==> src/rtl/iobus_initiator.sv <==
// MMIO bus initiator: queues read/write commands in a small FIFO and replays
// them one at a time onto a single-cycle IO bus, returning read data via a handshake.
module iobus_initiator #(
    parameter int DEPTH = 4
) (
    input  logic        i_clk,
    input  logic        i_rst,
    input  logic        i_cmd_valid,
    output logic        o_cmd_ready,
    input  logic        i_cmd_wr,
    input  logic [31:0] i_cmd_addr,
    input  logic [31:0] i_cmd_data,
    output logic        o_rsp_valid,
    input  logic        i_rsp_ready,
    output logic [31:0] o_rsp_data,
    output logic [31:0] o_iobus_addr,
    output logic [31:0] o_iobus_out,
    output logic        o_iobus_wr,
    input  logic [31:0] i_iobus_in,
    output logic        o_busy
);

    localparam int PW = $clog2(DEPTH);
    localparam int CW = $clog2(DEPTH + 1);
    localparam logic [CW-1:0] FULL_COUNT = CW'(DEPTH);

    typedef enum logic [1:0] {
        IDLE,
        ISSUE,
        RESP
    } state_t;

    state_t        r_state;
    logic          r_fifoWr   [DEPTH];
    logic [31:0]   r_fifoAddr [DEPTH];
    logic [31:0]   r_fifoData [DEPTH];
    logic [PW-1:0] r_headPtr;
    logic [PW-1:0] r_tailPtr;
    logic [CW-1:0] r_count;

    logic w_push;
    logic w_pop;

    // Ready depends only on the registered count, so a same-cycle pop never frees a full FIFO.
    assign o_cmd_ready = (r_count < FULL_COUNT);
    assign w_push      = i_cmd_valid && o_cmd_ready;
    assign w_pop       = (r_state == IDLE) && (r_count != '0);
    assign o_busy      = (r_count != '0) || (r_state != IDLE);

    always_ff @(posedge i_clk) begin
        if (w_push && !i_rst) begin
            r_fifoWr[r_tailPtr]   <= i_cmd_wr;
            r_fifoAddr[r_tailPtr] <= i_cmd_addr;
            r_fifoData[r_tailPtr] <= i_cmd_data;
        end
    end

    always_ff @(posedge i_clk) begin
        if (i_rst) begin
            r_headPtr <= '0;
            r_tailPtr <= '0;
            r_count   <= '0;
        end else begin
            if (w_push) begin
                r_tailPtr <= r_tailPtr + 1'b1;
            end
            if (w_pop) begin
                r_headPtr <= r_headPtr + 1'b1;
            end
            case ({w_push, w_pop})
                2'b10:   r_count <= r_count + 1'b1;
                2'b01:   r_count <= r_count - 1'b1;
                default: r_count <= r_count;
            endcase
        end
    end

    // The bus registers double as the in-flight command: o_iobus_wr tells ISSUE whether to capture read data.
    always_ff @(posedge i_clk) begin
        if (i_rst) begin
            r_state      <= IDLE;
            o_iobus_addr <= '0;
            o_iobus_out  <= '0;
            o_iobus_wr   <= 1'b0;
            o_rsp_valid  <= 1'b0;
            o_rsp_data   <= '0;
        end else begin
            case (r_state)
                IDLE: begin
                    if (w_pop) begin
                        o_iobus_addr <= r_fifoAddr[r_headPtr];
                        o_iobus_out  <= r_fifoData[r_headPtr];
                        o_iobus_wr   <= r_fifoWr[r_headPtr];
                        r_state      <= ISSUE;
                    end else begin
                        o_iobus_addr <= '0;
                        o_iobus_out  <= '0;
                        o_iobus_wr   <= 1'b0;
                    end
                end
                ISSUE: begin
                    o_iobus_addr <= '0;
                    o_iobus_out  <= '0;
                    o_iobus_wr   <= 1'b0;
                    if (o_iobus_wr) begin
                        r_state <= IDLE;
                    end else begin
                        o_rsp_data  <= i_iobus_in;
                        o_rsp_valid <= 1'b1;
                        r_state     <= RESP;
                    end
                end
                RESP: begin
                    o_iobus_addr <= '0;
                    o_iobus_out  <= '0;
                    o_iobus_wr   <= 1'b0;
                    if (i_rsp_ready) begin
                        o_rsp_valid <= 1'b0;
                        r_state     <= IDLE;
                    end
                end
                default: begin
                    r_state <= IDLE;
                end
            endcase
        end
    end

endmodule
==> config.mk <==
export PLATFORM = sky130hd
export DESIGN_NAME = iobus_initiator
export DESIGN_NICKNAME = d
export VERILOG_FILES = /design/src/rtl/iobus_initiator.sv
export SDC_FILE = /design/constraint.sdc
export NUM_CORES = 1
export LEC_CHECK = 0
export CORE_ASPECT_RATIO = 1.5
export CORE_MARGIN = 10
export CORE_UTILIZATION = 56
export CTS_BUF_LIST = sky130_fd_sc_hd__clkbuf_4 sky130_fd_sc_hd__clkbuf_8
export DETAILED_ROUTE_END_ITERATION = 8
export MAX_ROUTING_LAYER = met4
export PLACE_DENSITY = 0.8
export RECOVER_POWER = 100
export SLEW_MARGIN = 5
export SYNTH_ARGS = -nofsm -noshare
export SYNTH_HDL_FRONTEND = slang
export SYNTH_SLANG_ARGS = --single-unit
==> constraint.sdc <==
create_clock -name i_clk -period 3.9 [get_ports i_clk]
set_input_delay 0.585 -clock i_clk [delete_from_list [all_inputs] [get_ports i_clk]]
set_output_delay 0.585 -clock i_clk [all_outputs]
set_load 0.02 [all_outputs]
# ---- Word level (Yosys, flattened, before mapping)
# Memory sizes are Yosys's and may differ from the RTL's. A register that Yosys moved wholly into a read port is not among the register bits.
# Index checks and enable logic that the tools add are counted.
dict set report op_classes {
  add_sub_neg 4
  n_lt_le_gt_ge 1
  n_eq_ne 7
  muxes 22
  bitwise_logic 1
  reduce_logical 15
}
# op n
set ops {}
lappend ops {{$pmux W32 S2} 2}
lappend ops {{$mux W32} 2}
lappend ops {{$mux W2} 9}
lappend ops {{$reduce_bool A2 Y1} 4}
lappend ops {{$ne A2 B2 Y1 const B} 3}
lappend ops {{$pmux W2 S3} 1}
lappend ops {{$pmux W3 S2} 1}
lappend ops {{$mux W1} 5}
lappend ops {{$add A2 B1 Y2 const B} 2}
lappend ops {{$eq A2 B1 Y1 const B} 2}
lappend ops {{$eq A2 B2 Y1 const B} 2}
lappend ops {{$pmux W1 S2} 2}
lappend ops {{$reduce_and A2 Y1} 2}
lappend ops {{$add A3 B1 Y3 const B} 1}
lappend ops {{$logic_and A1 B1 Y1} 3}
lappend ops {{$lt A3 B3 Y1 const B} 1}
lappend ops {{$reduce_and A3 Y1} 1}
lappend ops {{$reduce_bool A3 Y1} 1}
lappend ops {{$sub A3 B1 Y3 const B} 1}
lappend ops {{$logic_not A2 Y1} 1}
lappend ops {{$reduce_or A2 Y1} 1}
lappend ops {{$logic_not A1 Y1} 1}
lappend ops {{$logic_or A1 B1 Y1} 1}
lappend ops {{$not A1 Y1} 1}
dict set report word_totals {
  register_bits 107
  ramBits 260
  output_inout_bits 100
  memories 3
}
# memory words word_bits read_ports rd_ports_with_merged_regs write_ports line
set memory_table {}
lappend memory_table {r_fifoAddr 4 32 1 1 1 35} ;# logic [31:0] r_fifoAddr [DEPTH];
lappend memory_table {r_fifoData 4 32 1 1 1 36} ;# logic [31:0] r_fifoData [DEPTH];
lappend memory_table {r_fifoWr 4 1 1 1 1 34} ;# logic r_fifoWr [DEPTH];

# ---- Longest topological paths before layout
# Gate-level depths: netlist (run 1).
dict set report logic_depth {
  depth_word 5
  depth_mapped 10
  depth_no_buf 10
}

# ---- Worst setup path after synthesis (run 1)
# No wires, ideal clock.
dict set report synth_timing {
  kind {input to register}
  from {in i_cmd_valid}
  to {mem r_fifoAddr[0][0] (enable)}
  setup_ps 430
  arrival_time_ps 2586
  setup_slack_ps 884
  cell_stages 4
  n_path_buf 0
  path_cell_list {nor2b_1 -> inv_1 -> nor2_1 -> and2_1}
}
dict set report synth_between {
  elab_chain_cells 4
}
# element line
set synth_rtl {}
lappend synth_rtl {{start: declaration} 8} ;# input logic i_cmd_valid,
lappend synth_rtl {{$logic_and A1 B1 Y1} 46} ;# assign w_push = i_cmd_valid && o_cmd_ready;
lappend synth_rtl {{$logic_and A1 B1 Y1} 51} ;# if (w_push && !i_rst) begin
lappend synth_rtl {{$mux W1} 51}
lappend synth_rtl {{$mux W1 (implied by the code)} 53} ;# r_fifoAddr[r_tailPtr] <= i_cmd_addr;
lappend synth_rtl {{end: declaration} 35}
# Every way passes these cells.

# ---- Worst setup path after layout (run 1)
dict set report layout_timing {
  from {in i_cmd_valid}
  to {mem r_fifoAddr[3][12] (enable)}
}
# The elaborated chain is that of the path after synthesis.

==> results of run 1 <==
state kept, by name (all words and copies together) (netlist names), named ones only:
| name | flops |
|---|---|
| o_iobus_addr | 32 |
| o_iobus_out | 32 |
| o_iobus_wr | 1 |
| o_rsp_data | 32 |
| o_rsp_valid | 1 |
| r_count | 3 |
| r_fifoAddr | 128 |
| r_fifoData | 128 |
| r_fifoWr | 4 |
| r_headPtr | 2 |
| r_state | 2 |
| r_tailPtr | 2 |
power breakdown:
| group | switching [W] | total (W) | internal, W |
|---|---|---|---|
| Sequential | 0.000327 | 0.00498 | 0.00465 |
| Clock | 0.00139 | 0.00309 | 0.00170 |
| Combinational | 0.00117 | 0.00223 | 0.00107 |
| Total | 0.00288 | 0.0103 | 0.00742 |
metrics by stage:
step | hold slack [ns] | std cells | power [W] | setup WS, ns
after global routing | 0.467 | 1281 | 0.0108 | 0.410
after detailed placement | 0.446 | 1185 | 0.00747 | 0.921
after floorplan | 0.469 | 701 | 0.00648 | 0.884
after CTS | 0.455 | 1280 | 0.0106 | 0.787
final | 0.450 | 1281 | 0.0103 | 0.600
after global placement | 0.442 | 1185 | 0.00743 | 0.987
cells by family after synthesis:
logic type,after synthesis,synth area share (%)
multiplexers,65,11.2
buffers and inverters,52,2.11
XOR/XNOR,5,0.334
adder cells (fa/ha/maj),11,1.11
AND/OR/NAND/NOR,89,2.90
flip-flops,369,76.1
AO/OA/AOI/OAI,110,6.26
routing by layer:
| layer | track usage [%] | up-vias | share of wire, % |
|---|---|---|---|
| met5 | - | - | 0 |
| met4 | 6.23 | 0 | 2.0 |
| met3 | 4.17 | 43 | 5.6 |
| met2 | 31.9 | 263 | 53 |
| met1 | 22.6 | 3571 | 39 |
| li1 | - | 3205 | - |
cell usage after synthesis, drive strengths merged (2+ instances only):
master | number | area [um2]
ha | 10 | 125
clkbuf | 16 | 60.1
xor2 | 4 | 35.0
nand2 | 67 | 251
edfxtp | 260 | 7810
mux4 | 65 | 1460
and2 | 4 | 25.0
a21oi | 38 | 190
buf | 25 | 175
or3 | 2 | 12.5
a22o | 65 | 569
nor2b | 4 | 25.0
dfxtp | 109 | 2180
inv | 11 | 41.3
nor2 | 8 | 30.0
o21ai | 3 | 15.0
worst min-delay path, stage by stage, from the launching register on:
cell and delay, ns:
dfxtp_1 0.31, nand2_1 0.05, a21oi_1 0.05
path summary, 6_finish.rpt:
check	end	slack, ns	start	cells past startpoint
worst min-delay path	o_rsp_data[6]$_SDFFE_PP0P_	0.45	o_rsp_data[6]$_SDFFE_PP0P_	2
worst max register to register	r_fifoAddr[3][12]$_DFFE_PP_	0.82	r_count[2]$_SDFFE_PP0P_	5
worst min register to register	o_rsp_data[6]$_SDFFE_PP0P_	0.45	o_rsp_data[6]$_SDFFE_PP0P_	2
worst max-delay path	r_fifoAddr[3][12]$_DFFE_PP_	0.60	i_cmd_valid	6
layout make-up:
type / instances / area (um2)
Antenna cell: 1 / 2.50
Multi-Input combinational cell: 280 / 2850
Inverter: 11 / 41.3
Timing Repair Buffer: 210 / 2110
Tap cell: 315 / 394
Fill cell: 1403 / 6570
Clock inverter: 22 / 150
Sequential cell: 369 / 10000
Clock buffer: 73 / 948
==> metrics.md, run 1 <==
| Metric | Value |
|---|---|
| Outcome | `complete, but fails checks` |
| Violated checks | `capacitance limit, slew limit` |
| Gr usage total | `between 10% and 20%` |
| Syn_nets | `just over 800` |
| Max-slew violations | `approximately 190` |
| RSZ-0062 raised after global routing | `no` |
| WL final | `around 28000 um` |
| First-pass GRT wire length | `roughly 44000 um` |
| CTS tree | `done` |
| Pleak | `5.82 nW` |
| Syn Area/Cell | `around 19 um2` |
| DR WL/cell | `around 22 um` |
| Clock Latency Late Sink | `0.58 ns` |
| Post-DRT Antenna Nets | `0` |
| Fin area | `0.0165 mm2` |
| Ys flop type | `edfxtp_1` |
| Number of global-route vias before repair | `7578` |
| Pin count of the biggest net entering global routing | `66` |
| Initial antenna violation count | `3` |
| Via count | `between 7k and 8k` |
| Die Wd | `between 100 and 150 um` |
| Most frequent cells in the layout | `edfxtp_1, dlygate4sd3_1, dfxtp_1` |
| Final #Nets | `around 1.0k` |
| Seq/Total Area, Yosys | `between 70% and 80%` |
| H-tree depth | `2` |
| Worst EP arrival | `about 3.6 ns` |
| Seq cells post-synth | `369` |
| Min-delay worst type | `reg -> reg` |
| Post-synth EDFFs | `260` |
| Placer Congestion | `about 0.77` |
| CP Buf/Inv Count | `3` |
| Slew @ Worst Pin | `~2.1 ns` |
| Final setup TNS | `0 ns` |
| Sink Count | `between 300 and 400` |
| Max VDD drop | `~0.45 mV` |
| Die Y | `207 um` |
| Tmin final | `3.30 ns` |
| CTS buffer count | `a little over 50` |
| Setup Crit Path Kind | `in -> reg` |
| Synth-to-layout area growth | `25.7%` |
| Max Clock Skew | `between 0.015 and 0.02 ns` |
| HPWL after DPL | `17600 um` |
| WP data required | `around 4.2 ns` |
| Utilization after layout | `between 70% and 80%` |
| Max Fclk | `0.303 GHz` |
| Layout cells sized above 1 | `approximately 17%` |
| Max_cap viols | `5` |
| Power Dens Cells | `between 600 and 700 mW/mm2` |
| CP max stage delay | `around 1.3 ns` |
| Ordered list of cells on the worst path | `dlygate4sd3_1, nor2b_1, inv_1, nor2_1, and2_1, buf_4` |
| Crit-path max FO | `31` |
| # hold bufs at CTS | `0` |
| # setup viols final | `0` |
| Cell family with the largest share of critical-path delay | `simple AND/OR/NAND/NOR gates` |
| Area after DPL | `0.0154 mm2` |
| Post-CTS resize count | `0` |
| Synth cell types | `29` |
| Num ports | `201` |
| Syn Inst Count | `701` |
| FP Rows | `between 60 and 70` |
| Clock transition time at the flip-flop clock pins of the worst setup and hold paths | `0.06 ns` |
| Clock tree buffer depth | `3` |
| DRC Markers | `0` |
| Relative slew slack | `-41.2%` |
| Drt pass-1 iters | `5` |
| Period utilisation layout | `approximately 85%` |
| Die area | `around 0.03 mm2` |
| Vias per cell | `roughly 5.5` |
| Crit start category | `input port` |
| Most common cell after layout, fill and taps aside | `edfxtp_1` |
| Yosys warning count | `0` |
| IO Port Bufs | `200` |
| Synth Cell Area | `about 0.013 mm2` |
| Ys async rst share | `0%` |
| Core area | `0.0231 mm2` |
| Initial DRC count | `approximately 460` |
| CP max stage cell | `and2_1` |
| Post-CTS setup buffers | `0` |
| Final Hold Vio Count | `0` |
| Overflow left after global routing | `0` |
| Root Driver | `clkbuf_8` |
| Starting Density | `56.9%` |
| CP endpoint kind | `flop` |
(Power assumes the default switching activity.)
==> inputs of run 2 (changes only) <==
--- a/config.mk
+++ b/config.mk
@@ -7,11 +7,11 @@
 export LEC_CHECK = 0
 export CORE_ASPECT_RATIO = 1.5
 export CORE_MARGIN = 10
-export CORE_UTILIZATION = 56
+export CORE_UTILIZATION = 50
 export CTS_BUF_LIST = sky130_fd_sc_hd__clkbuf_4 sky130_fd_sc_hd__clkbuf_8
 export DETAILED_ROUTE_END_ITERATION = 8
 export MAX_ROUTING_LAYER = met4
-export PLACE_DENSITY = 0.8
+export PLACE_DENSITY = 0.76
 export RECOVER_POWER = 100
 export SLEW_MARGIN = 5
 export SYNTH_ARGS = -nofsm -noshare
==> constraint.sdc (replaced) <==
create_clock -name i_clk -period 2.74 [get_ports i_clk]
set_input_delay 0.411 -clock i_clk [delete_from_list [all_inputs] [get_ports i_clk]]
set_output_delay 0.411 -clock i_clk [all_outputs]
set_load 0.02 [all_outputs]
==> metrics.md, run 2 (synthesis gave the netlist of run 1 again) <==
| Metric | Value |
|---|---|
| Die area | `0.0333 mm2 (+11%)` |
| Sink Count | `369 (unchanged)` |
| Post-DRT Antenna Nets | `0 (unchanged)` |
| WP data required | `2.93 ns (-1.22 ns)` |
| FP Rows | `72 (+5.9%)` |
| Sw power | `0.00403 W (+40%)` |
| CP max stage cell | `buf_2` |
| Max VDD drop | `0.558 mV (+23%)` |
| Max_cap viols | `0 (-5)` |
| Pin count of the biggest net entering global routing | `66 (unchanged)` |
| Register share of total power | `47.8% (-0.5 points)` |
| Top Registers | `r_fifoAddr x128, r_fifoData x128` |
| CTS tree | `done` |
| Cell family with the largest share of critical-path delay | `buffers and inverters` |
| CTS buffer count | `51 (unchanged)` |
| Overflow left after global routing | `0 (unchanged)` |
| HPWL after DPL | `17100 um (-3.0%)` |
| Clock Latency Late Sink | `0.58 ns (about the same)` |
| Die Y | `218 um (+5.3%)` |
| DRC Markers | `0 (unchanged)` |
| Most frequent cells in the layout | `edfxtp_1, dlygate4sd3_1, dfxtp_1` |
| Ordered list of cells on the worst path | `nor2b_1, inv_1, nor2_1, and2_0, buf_2` |
| Gr usage total | `16.4% (-2.7 points)` |
| Pleak | `5.87 nW (+0.80%)` |
| Synth-to-layout area growth | `26.4%` |
| Vias per cell | `5.31 (-4.0%)` |
| Fill count | `1773 (+26%)` |
| Final setup TNS | `0 ns (unchanged)` |
| Initial DRC count | `302 (-34%)` |
| Die Wd | `152 um (+5.0%)` |
| Crit start category | `flop` |
| # setup viols final | `0 (unchanged)` |
| RSZ-0062 raised after global routing | `no` |
| Core area | `0.0259 mm2 (+12%)` |
| IO Port Bufs | `200 (unchanged)` |
| Relative slew slack | `8.11% (+49 points)` |
| CP Buf/Inv Count | `2 (-1)` |
| Tmin final | `between 2 and 2.5 ns` |
| Number of global-route vias before repair | `7299 (-3.7%)` |
| Combinational power share | `22.6% (+0.9 points)` |
| Min-delay worst type | `in -> reg` |
| Root Driver | `clkbuf_8` |
| Clock power frac | `29.6% (-0.4 points)` |
| Sw Ratio | `27.6% (-0.42 points)` |
| Max Fclk | `around 0.42 GHz` |
| # hold bufs at CTS | `0 (unchanged)` |
| Slew @ Worst Pin | `1.38 ns (-0.735 ns)` |
| WL final | `27000 um (-3.8%)` |
| H-tree depth | `2 (unchanged)` |
| Power Dens Cells | `882 mW/mm2 (+41%)` |
| Via count | `6961 (-1.7%)` |
| First-pass GRT wire length | `42200 um (-4.7%)` |
| Placer Congestion | `0.795 (+3.7%)` |
| Max-slew violations | `0 (-100%)` |
| Final Hold Vio Count | `0 (unchanged)` |
| Pint | `0.0106 W (+43%)` |
| Initial antenna violation count | `8 (+5)` |
| Most common cell after layout, fill and taps aside | `edfxtp_1` |
| CP endpoint kind | `flop` |
| Drt pass-1 iters | `4 (-1)` |
| Clock transition time at the flip-flop clock pins of the worst setup and hold paths | `0.06 ns (about the same)` |
| CP max stage delay | `0.78 ns (-0.51 ns)` |
| DR WL/cell | `20.5 um (-6.0%)` |
| Final #Nets | `1044 (+0.87%)` |
| Period utilisation layout | `87.2%` |
| Clock tree buffer depth | `3 (unchanged)` |
| Crit-path max FO | `38 (+23%)` |
| Outcome | `completed` |
| Worst EP arrival | `2.58 ns (-0.97 ns)` |
| Max Clock Skew | `0.0187 ns (-0.00127 ns)` |
| Starting Density | `50.8% (-6.2 points)` |
| WHS | `0.388 ns (-0.0627 ns)` |
| Layout cells sized above 1 | `18.7% (+1.5 points)` |
| Num ports | `201 (unchanged)` |
| Setup Crit Path Kind | `reg -> reg` |
| Utilization after layout | `64.1% (-7.4 points)` |
## run 2: timing repair
| action | 4_1_cts | 5_1_grt |
|---|---|---|
| setup buffers | 0 | 0 |
| endpoints found under the setup margin | 0 | 1 |
| gates resized for setup | 0 | 1 |
## run 2: tightest hold or removal path, delay by kind of cell
| family | cells | cell delay, ns |
|---|---|---|
| AO/OA/AOI/OAI | 1 | 0.05 |
| buffers and inverters | 1 | 0.40 |
| AND/OR/NAND/NOR | 1 | 0.06 |
## run 2: power groups by stage
| stage | clock [W] | combinational (W) | sequential (W) |
|---|---|---|---|
| 6_report | 0.00433 | 0.00331 | 0.00699 |
| 4_1_cts | 0.00445 | 0.00361 | 0.00702 |
| 3_5_place_dp | 0 | 0.00360 | 0.00713 |
| 3_3_place_gp | 0 | 0.00356 | 0.00711 |
| 5_1_grt | 0.00472 | 0.00357 | 0.00707 |
| 2_1_floorplan | 0 | 0.00182 | 0.00740 |
## run 2: final cells by class
class / instances / area [um2] / area share, %
antenna: 5 / 12.5 / 0.0755
clock inverter: 12 / 82.6 / 0.498
multi-input combinational: 280 / 2860 / 17.2
inverter: 11 / 41.3 / 0.249
tap: 333 / 417 / 2.51
clock buffer: 83 / 1010 / 6.10
timing repair buffer: 219 / 2170 / 13.1
sequential: 369 / 10000 / 60.3
## run 2: per-layer routing
layer,GRT usage (%),wire length [um],vias up,part of all wire (%)
met1,19.4,11200,3458,41
met5,-,0,-,0
met3,4.46,1840,41,6.8
met2,26.9,13400,241,50
met4,5.05,527,0,2.0
li1,-,-,3221,-
## run 2: stage by stage
| stage | setup slack (ns) | instances | instance area (um2) | power [W] |
|---|---|---|---|---|
| detailed placement | 0.367 | 1212 | 15600 | 0.0107 |
| finish | 0.350 | 1312 | 16600 | 0.0146 |
| CTS | 0.00491 | 1307 | 16700 | 0.0151 |
| global placement | 0.382 | 1212 | 15600 | 0.0107 |
| floorplan | 0.609 | 701 | 13100 | 0.00921 |
| global route | 0.157 | 1312 | 16600 | 0.0154 |
## run 2: final timing paths
check                                                  from                     endpoint  slack, ns  cells past startpoint
worst max-delay path                r_count[2]$_SDFFE_PP0P_   r_fifoAddr[0][7]$_DFFE_PP_       0.35                      5
worst min-delay path                          i_iobus_in[0]   o_rsp_data[0]$_SDFFE_PP0P_       0.39                      3
worst max register to register      r_count[2]$_SDFFE_PP0P_   r_fifoAddr[0][7]$_DFFE_PP_       0.35                      5
worst min register to register  o_rsp_data[23]$_SDFFE_PP0P_  o_rsp_data[23]$_SDFFE_PP0P_       0.45                      2
